`src/rtl/sparc_pkg.sv`:
```
// Shared definitions for the SPARC integer-core icc / Bicc logic:
// flag bit positions, condition encodings, branch FSM states and cc-op decode.
package sparc_pkg;

    localparam int ICC_C = 0;
    localparam int ICC_V = 1;
    localparam int ICC_Z = 2;
    localparam int ICC_N = 3;

    // Base conditions selected by cond[2:0]; cond[3] inverts the base
    localparam logic [2:0] COND_NEVER = 3'b000;
    localparam logic [2:0] COND_E     = 3'b001;
    localparam logic [2:0] COND_LE    = 3'b010;
    localparam logic [2:0] COND_L     = 3'b011;
    localparam logic [2:0] COND_LEU   = 3'b100;
    localparam logic [2:0] COND_CS    = 3'b101;
    localparam logic [2:0] COND_NEG   = 3'b110;
    localparam logic [2:0] COND_VS    = 3'b111;

    typedef enum logic [1:0] {
        ST_IDLE  = 2'b00,
        ST_SLOT  = 2'b01,
        ST_ANNUL = 2'b10
    } br_state_e;

    function automatic logic is_cc_op(input logic [5:0] op);
        return (op[5] == 1'b0) && (op[4] == 1'b1);
    endfunction

endpackage

```
`src/rtl/bicc_eval.sv`:
```
// Combinational Bicc condition evaluation against a {N,Z,V,C} flag vector.
module bicc_eval
    import sparc_pkg::*;
(
    input  logic [3:0] cond,
    input  logic [3:0] icc,
    output logic       taken
);

    logic base_s;

    // Select the base condition, then apply the inversion bit
    always_comb begin
        base_s = 1'b0;
        case (cond[2:0])
            COND_NEVER: base_s = 1'b0;
            COND_E:     base_s = icc[ICC_Z];
            COND_LE:    base_s = icc[ICC_Z] | (icc[ICC_N] ^ icc[ICC_V]);
            COND_L:     base_s = icc[ICC_N] ^ icc[ICC_V];
            COND_LEU:   base_s = icc[ICC_C] | icc[ICC_Z];
            COND_CS:    base_s = icc[ICC_C];
            COND_NEG:   base_s = icc[ICC_N];
            COND_VS:    base_s = icc[ICC_V];
            default:    base_s = 1'b0;
        endcase
        taken = base_s ^ cond[3];
    end

endmodule

```
`src/rtl/icc_branch_unit.sv`:
```
// icc register with ALU carry feedback, Bicc resolution, target generation
// and delay-slot tracking with annul-driven squash.
module icc_branch_unit
    import sparc_pkg::*;
#(
    parameter bit BYPASS = 1'b1
) (
    input  logic        clk,
    input  logic        rst_n,
    input  logic        ex_valid,
    input  logic [5:0]  alu_op,
    input  logic        n_in,
    input  logic        z_in,
    input  logic        c_in,
    input  logic        v_in,
    input  logic        icc_wr,
    input  logic [3:0]  icc_wdata,
    input  logic        br_valid,
    input  logic [3:0]  br_cond,
    input  logic        br_annul,
    input  logic [21:0] br_disp22,
    input  logic [31:0] br_pc,
    output logic [3:0]  icc,
    output logic        carry,
    output logic        redirect,
    output logic [31:0] br_target,
    output logic        squash,
    output logic        dcti_err
);

    br_state_e   state_r;
    logic [3:0]  icc_r;
    logic        redirect_r;
    logic [31:0] br_target_r;
    logic        dcti_err_r;

    logic        squash_s;
    logic        cc_wr_s;
    logic [3:0]  icc_next_s;
    logic [3:0]  icc_eval_s;
    logic        taken_s;
    logic        annul_s;
    logic [31:0] target_s;

    assign squash_s   = (state_r == ST_ANNUL) && ex_valid;
    assign cc_wr_s    = ex_valid && is_cc_op(alu_op) && !squash_s;
    assign target_s   = br_pc + {{8{br_disp22[21]}}, br_disp22, 2'b00};

    // Next icc value and the flags the branch evaluator sees this cycle
    always_comb begin
        icc_next_s = icc_r;
        icc_eval_s = icc_r;
        if (icc_wr) begin
            icc_next_s = icc_wdata;
        end else if (cc_wr_s) begin
            icc_next_s = {n_in, z_in, v_in, c_in};
        end else begin
            icc_next_s = icc_r;
        end
        if (BYPASS && (icc_wr || cc_wr_s)) begin
            icc_eval_s = icc_next_s;
        end else begin
            icc_eval_s = icc_r;
        end
    end

    bicc_eval u_bicc_eval (
        .cond  (br_cond),
        .icc   (icc_eval_s),
        .taken (taken_s)
    );

    // BA/BN with a=1 always annul; conditional branches annul only when untaken
    assign annul_s = br_annul && ((br_cond[2:0] == COND_NEVER) || !taken_s);

    // Architectural icc register
    always_ff @(posedge clk or negedge rst_n) begin
        if (!rst_n) begin
            icc_r <= 4'b0000;
        end else begin
            icc_r <= icc_next_s;
        end
    end

    // Delay-slot FSM with registered redirect, target and error flag
    always_ff @(posedge clk or negedge rst_n) begin
        if (!rst_n) begin
            state_r     <= ST_IDLE;
            redirect_r  <= 1'b0;
            br_target_r <= 32'h0000_0000;
            dcti_err_r  <= 1'b0;
        end else begin
            redirect_r <= 1'b0;
            case (state_r)
                ST_IDLE: begin
                    if (br_valid) begin
                        redirect_r <= taken_s;
                        if (taken_s) begin
                            br_target_r <= target_s;
                        end
                        state_r <= annul_s ? ST_ANNUL : ST_SLOT;
                    end
                end
                ST_SLOT, ST_ANNUL: begin
                    if (br_valid) begin
                        dcti_err_r <= 1'b1;
                    end
                    if (ex_valid) begin
                        state_r <= ST_IDLE;
                    end
                end
                default: state_r <= ST_IDLE;
            endcase
        end
    end

    assign icc       = icc_r;
    assign carry     = icc_r[ICC_C];
    assign redirect  = redirect_r;
    assign br_target = br_target_r;
    assign squash    = squash_s;
    assign dcti_err  = dcti_err_r;

endmodule

```
`config.mk`:
```
export PLATFORM = sky130hd
export DESIGN_NAME = icc_branch_unit
export DESIGN_NICKNAME = d
export VERILOG_FILES = /design/src/rtl/sparc_pkg.sv /design/src/rtl/bicc_eval.sv /design/src/rtl/icc_branch_unit.sv
export SDC_FILE = /design/constraint.sdc
export NUM_CORES = 1
export LEC_CHECK = 0
export CAP_MARGIN = 20
export CORE_MARGIN = 3
export CORE_UTILIZATION = 50
export CTS_BUF_LIST = sky130_fd_sc_hd__clkbuf_2 sky130_fd_sc_hd__clkbuf_4 sky130_fd_sc_hd__clkbuf_8
export DETAILED_ROUTE_END_ITERATION = 8
export GPL_TIMING_DRIVEN = 0
export HOLD_SLACK_MARGIN = 0.12
export PLACE_DENSITY = 0.88
export SLEW_MARGIN = 20
export SYNTH_ARGS = -nofsm -noshare
export SYNTH_HDL_FRONTEND = slang
export SYNTH_SLANG_ARGS = --single-unit
```
`constraint.sdc`:
```
create_clock -name clk -period 6.5 [get_ports clk]
set_input_delay 1.3 -clock clk [delete_from_list [all_inputs] [get_ports clk]]
set_output_delay 1.3 -clock clk [all_outputs]
set_load 0.02 [all_outputs]
```
==> out/metrics.cfg, run 1 <==
[worst_hold_path]
min_to = dcti_err
holdPathStages = 1
hold_class = register to register
hp-start = dcti_err

[cts]
cts_made_buffers = 5
cts.path.max_buffers = 2
cts_tree = built
htree_levels = 2
clkTransAtPathRegs_ns = 0.07
postCtsSetupBuffers = 0
clk_latency_ns = 0.30
cts_resized = 0
root_buffer = clkbuf_8
cts.sinks = 40
postCtsHoldBufs = 0

[critical_path]
r2r_start = state_r[0]
arrival_ns = 4.36
crit_path_end_kind = register
crit_required_ns = 6.68
reg2reg_slack_ns = 3.43
critical_path.max_fanout = 4
worstSetupPathType = input pin to register
reg2reg_depth = 14
rr_endpoint = br_target[19]
crit_path_start_kind = input pin

[floorplan]
die-area_um2 = 7480
coreArea_um2 = 6100
die_w_um = 86.5
start_util = 0.531
ios = 118
die_h_um = 86.5
rows = 28

[global_routing]
grt_pass1_vias = 3124
grt_start_max_net_pins = 29
grt_overflow = 0
top_usage_layer = met2
grt_first_pass_wirelength_um = 14200
met2_usage = 0.424
grt_usage = 0.234
use_met1 = 0.286
globalRouteMet3Util = 0.0447
antenna_found_initial = 0

[place]
io_buffer_count = 112
dp.cells = 560
place_congestion = 0.938
dp_hpwl_um = 7140
place_area_um2 = 4470

[drt]
drt_iter0_markers = 145
postRouteWirelength_um = 8890
drc_errors = 0
viasPerCell = 5.78
firstDrtPassIters = 5
wl_per_cell_um = 15.6
num_vias = 3284
ant_nets = 0

[pwr]
p_per_area_nw_per_um2 = 292
peakVddDrop_mv = 0.232
p_leak_nw = 2.05

[logic_synthesis]
synth_top_area_cell = dfrtp_1
synth.distinct_cells = 60
yosysWarnings = 0
avgSynthCellArea_um2 = 8.70
ys_top_cells_by_area = dfrtp_1 31%, ha_1 12%, nand2_1 4.5%
synth_edf_count = 0
synth_fp_nets = 482
synthArstFlopShare = 1.00
ys.flop_type = dfrtp_1
synth_top_area_frac = 0.309
yosysSeqAreaShare = 0.309
synthCells = 372
netlist_area_um2 = 3240
synth-seq-cells = 40

[final_layout]
layout_common_cells = 111 x clkdlybuf4s50_1, 40 x dfrtp_1, 39 x nand2_1
layout-drive-gt1-share = 0.0629
fin_nets = 602
syn_to_final_growth_pct = 41.0
final_common_cell = clkdlybuf4s50_1
nFillCells = 455
num_antenna_cells = 0
finalInstanceArea_um2 = 4570
final_core_util = 0.749
final_cells = 568

[timing]
timing.fmax_mhz = 240
tightest_slew_ns = 0.509
fin_setup_tns_ns = 0
holdWs_ns = 0.459
drv_slew = 0
slew_headroom = 0.656
min_period_ns = 4.17
final.period_utilization = 0.642
rsz0062_at_grt = no
skew_ns = 0.00493
hold_viol_final = 0
setup_viol = 0

[outcome]
outcome = finished clean

[flow_run]
cap_violations = 0

## through the flow
stage	power [W]	setup WS, ns
after detailed placement	0.00115	2.10
after global routing	0.00141	2.18
after CTS	0.00134	2.41
after global placement	0.00113	2.15
after floorplan	0.000813	2.94
final	0.00133	2.33
## worst max-delay path: stages
cell and delay [ns]:
clkdlybuf4s50_1 0.43, ha_1 0.32, a211oi_1 0.36, o211ai_1 0.18, a21oi_1 0.34, o311ai_2 0.23, a21oi_1 0.28, o21ai_0 0.16
or4_1 0.49, a32o_1 0.26
## metal layers
layer  part of all wire  wire length [um]
met1               0.42              3740
met2               0.48              4310
met3              0.080               715
met4              0.014               120
met5                  0                 0
## sequential cells by signal (all words and copies together) (netlist names)
register,count
br_target,32
dcti_err,1
redirect,1
state_r,2
icc,4
## power breakdown
part | internal, W | switching, W
clock network | 0.0000949 | 0.0000846
registers | 0.000352 | 0.0000671
logic | 0.000358 | 0.000376
total | 0.000805 | 0.000528
## synthesized netlist by cell type (3+ instances only)
master     n
nand3_1    6
nor2_1    26
nand4_1    4
o211ai_1   7
a211oi_1   4
ha_1      31
mux2i_1    4
buf_6      3
a21oi_1   21
mux2_4     4
nand2b_1   5
o21bai_1   3
o21ai_0   27
inv_1     19
dfrtp_1   40
nor3_1    10
a21o_1    18
xor2_1    13
nand2_1   39
a31oi_1    5
clkbuf_1   6
and3_1     5
xnor2_1   12
o31a_1     3
o21a_1     4
o21ai_1   13
## cells by family (layout without fill, tap and decap cells)
| logic type | after synthesis | in the layout | share of synthesized area |
|---|---|---|---|
| flip-flops | 40 | 40 | 0.309 |
| AND/OR/NAND/NOR | 110 | 110 | 0.161 |
| XOR/XNOR | 25 | 25 | 0.0676 |
| adder cells (fa/ha/maj) | 32 | 32 | 0.126 |
| buffers and inverters | 32 | 153 | 0.0460 |
| AO/OA/AOI/OAI | 124 | 124 | 0.255 |
| multiplexers | 9 | 9 | 0.0352 |
## worst max path at each step
stage	start	end	slack (ns)	depth (start not counted)
6_report	br_disp22[1]	br_target[31]	2.33	10
5_1_grt	br_disp22[0]	br_target[30]	2.18	12
4_1_cts	br_disp22[0]	br_target[30]	2.41	12
3_5_place_dp	br_disp22[0]	br_target[30]	2.10	12
3_3_place_gp	br_disp22[1]	br_target[31]	2.15	10
2_1_floorplan	br_disp22[0]	br_target[30]	2.94	11
## final cells by class
class / instances / area [um^2] / share of cell area
Multi-Input combinational cell: 300 / 2090 / 0.457
Timing Repair Buffer: 113 / 1140 / 0.249
Sequential cell: 40 / 1000 / 0.219
Clock buffer: 8 / 97.6 / 0.0214
Tap cell: 75 / 93.8 / 0.0206
Buffer: 13 / 77.6 / 0.0170
Inverter: 19 / 71.3 / 0.0156
Note: power is estimated with default switching activity, not from simulation.
==> run 2: changes to the inputs <==
--- a/config.mk
+++ b/config.mk
@@ -7,12 +7,12 @@
 export LEC_CHECK = 0
 export CAP_MARGIN = 20
 export CORE_MARGIN = 3
-export CORE_UTILIZATION = 50
+export CORE_UTILIZATION = 42
 export CTS_BUF_LIST = sky130_fd_sc_hd__clkbuf_2 sky130_fd_sc_hd__clkbuf_4 sky130_fd_sc_hd__clkbuf_8
 export DETAILED_ROUTE_END_ITERATION = 8
 export GPL_TIMING_DRIVEN = 0
 export HOLD_SLACK_MARGIN = 0.12
-export PLACE_DENSITY = 0.88
+export PLACE_DENSITY = 0.79
 export SLEW_MARGIN = 20
 export SYNTH_ARGS = -nofsm -noshare
 export SYNTH_HDL_FRONTEND = slang
==> constraint.sdc (replaced) <==
create_clock -name clk -period 3.4 [get_ports clk]
set_input_delay 0.68 -clock clk [delete_from_list [all_inputs] [get_ports clk]]
set_output_delay 0.68 -clock clk [all_outputs]
set_load 0.02 [all_outputs]
==> run 2 against run 1 <==
  * Critical endpoint is now br_target[29]
  * Combinational power is 96% higher
  * Largest power group unchanged
  * Clock-buffer cell count stayed put
  * Sequential power increased by 88%
==> out/metrics.cfg, run 2 (same netlist as run 1, synthesis figures left out) <==
[pwr]
p_leak_nw = 2.14  ; +4.6%
p_per_area_nw_per_um2 = 539  ; +85%
peakVddDrop_mv = 0.233  ; about the same

[cts]
clkTransAtPathRegs_ns = 0.07  ; about the same
cts_tree = built
cts.sinks = 40  ; unchanged
cts.path.max_buffers = 2  ; unchanged
cts_made_buffers = 5  ; unchanged
clk_latency_ns = 0.29  ; about the same
htree_levels = 2  ; unchanged
root_buffer = clkbuf_8

[drt]
firstDrtPassIters = 4  ; -1
ant_nets = 0  ; unchanged
drt_iter0_markers = 109  ; -25%
drc_errors = 0  ; unchanged
wl_per_cell_um = 14.8  ; -5.3%
viasPerCell = 5.35  ; -7.5%
postRouteWirelength_um = 8850  ; -0.48%
num_vias = 3194  ; -2.7%

[floorplan]
die_w_um = 93.8  ; +8.5%
die_h_um = 93.8  ; +8.5%
coreArea_um2 = 7370  ; +21%
die-area_um2 = 8800  ; +18%
rows = 31  ; +11%
start_util = 0.439  ; -0.0918
ios = 118  ; unchanged

[critical_path]
crit_required_ns = 3.63  ; -3.05 ns
reg2reg_slack_ns = 0.41  ; -3.02 ns
cp-startpoint = br_disp22[7]
worstSetupPathType = input pin to register
crit_path_end_kind = register
worstPathCellList = clkdlybuf4s50_1, ha_1, a21oi_1, o21ai_0, a21oi_2, o311ai_4, a21oi_2, or4b_2, a31oi_1, a21o_1
slowest_delay_ns = 0.62  ; +0.13 ns
path_common_cell = a21oi_2
rr_endpoint = br_target[30]
arrival_ns = 3.52  ; -0.84 ns
reg2reg_depth = 13  ; -1
critical_path.max_fanout = 6  ; +2
crit_path_start_kind = input pin
r2r_start = state_r[0]
setup.worst_path.end = br_target[29]
crit_slowest_cell = or4b_2

[timing]
slew_headroom = 0.690  ; +0.0345
min_period_ns = 3.29
setup_viol = 0  ; unchanged
tightest_slew_ns = 0.459  ; -0.0500 ns
worst_slack_ns = 0.111  ; -2.22 ns
skew_ns = 0.00832  ; +0.00340 ns
timing.fmax_mhz = 304
hold_viol_final = 0  ; unchanged
holdWs_ns = 0.263  ; -0.196 ns
drv_slew = 0  ; unchanged
final.period_utilization = 0.967

[final_layout]
final_cells = 597  ; +5.1%
largest_reg_flops = 32  ; unchanged
layout_common_cells = 109 x clkdlybuf4s50_1, 40 x dfrtp_1, 39 x nand2_1
fin_nets = 607  ; +0.83%
syn_to_final_growth_pct = 47.3
layout-drive-gt1-share = 0.112  ; +0.0496
num_antenna_cells = 0  ; unchanged
final_core_util = 0.647  ; -0.102
final_common_cell = clkdlybuf4s50_1

[place]
pre_cts_ws_ns = -0.442  ; -2.54 ns
dp.cells = 584  ; +4.3%
place_congestion = 0.860  ; -8.3%
io_buffer_count = 112  ; unchanged
dp_hpwl_um = 6980  ; -2.3%

[global_routing]
antenna_found_initial = 0  ; unchanged
grt_pass1_vias = 3053  ; -2.3%
grt_start_max_net_pins = 30  ; +3.4%
grt_usage = 0.200  ; -0.0345
grt_first_pass_wirelength_um = 14200  ; +0.49%
grt_overflow = 0  ; unchanged

[flow_run]
cap_violations = 0  ; unchanged

[worst_hold_path]
hold_class = input pin to asynchronous set/reset pin

[outcome]
outcome = finished clean

run 2: routing by layer:
layer,track usage,share of wire,up-vias,wire (um)
met3,0.0321,0.063,8,559
met4,0.0481,0.0079,0,70
met2,0.349,0.50,101,4430
met5,0,0,-,0
li1,-,-,1599,-
met1,0.256,0.43,1486,3780
run 2: final cells by class:
cell class                 count  area (um^2)
fill                         622         2600
multi-input combinational    300         2210
timing repair buffer         118         1180
sequential                    40         1000
tap                           99          124
clock buffer                   8         97.6
buffer                        13         81.3
inverter                      19         71.3
run 2: what timing repair did:
action	CTS	global route
hold buffers	0	0
buffers inserted	2	3
pin swaps	2	10
setup endpoints to repair	5	8
gates resized for setup	5	28
run 2: report_power, final:
group          switching [W]  internal, W  leakage, nW
sequential          0.000117     0.000672        0.488
clock               0.000158     0.000181       0.0523
combinational       0.000731     0.000710         1.60
total                0.00101      0.00156         2.14
run 2: worst min-delay path by stage:
| stage | to | slack, ns | depth (start not counted) |
|---|---|---|---|
| 2_1_floorplan | br_target[0] | 0.38 | 0 |
| 3_3_place_gp | dcti_err | 0.44 | 1 |
| 3_5_place_dp | dcti_err | 0.45 | 1 |
| 4_1_cts | br_target[2] | 0.26 | 1 |
| 5_1_grt | dcti_err | 0.27 | 1 |
| 6_report | br_target[3] | 0.26 | 1 |
run 2: per-stage QoR:
| stage | TNS, ns | power [W] | instance area, um^2 |
|---|---|---|---|
| after global placement | -2.99 | 0.00216 | 4480 |
| after detailed placement | -4.24 | 0.00220 | 4500 |
| after CTS | -0.0769 | 0.00255 | 4640 |
| final | 0 | 0.00257 | 4770 |
| after floorplan | 0 | 0.00155 | 3240 |
| after global routing | -0.0166 | 0.00274 | 4770 |
run 2: worst max-delay path: cells and delay by family:
kind	cells	cell delay [ns]
AND/OR/NAND/NOR	1	0.62
buffers and inverters	1	0.40
AO/OA/AOI/OAI	7	1.40
adder cells (fa/ha/maj)	1	0.42
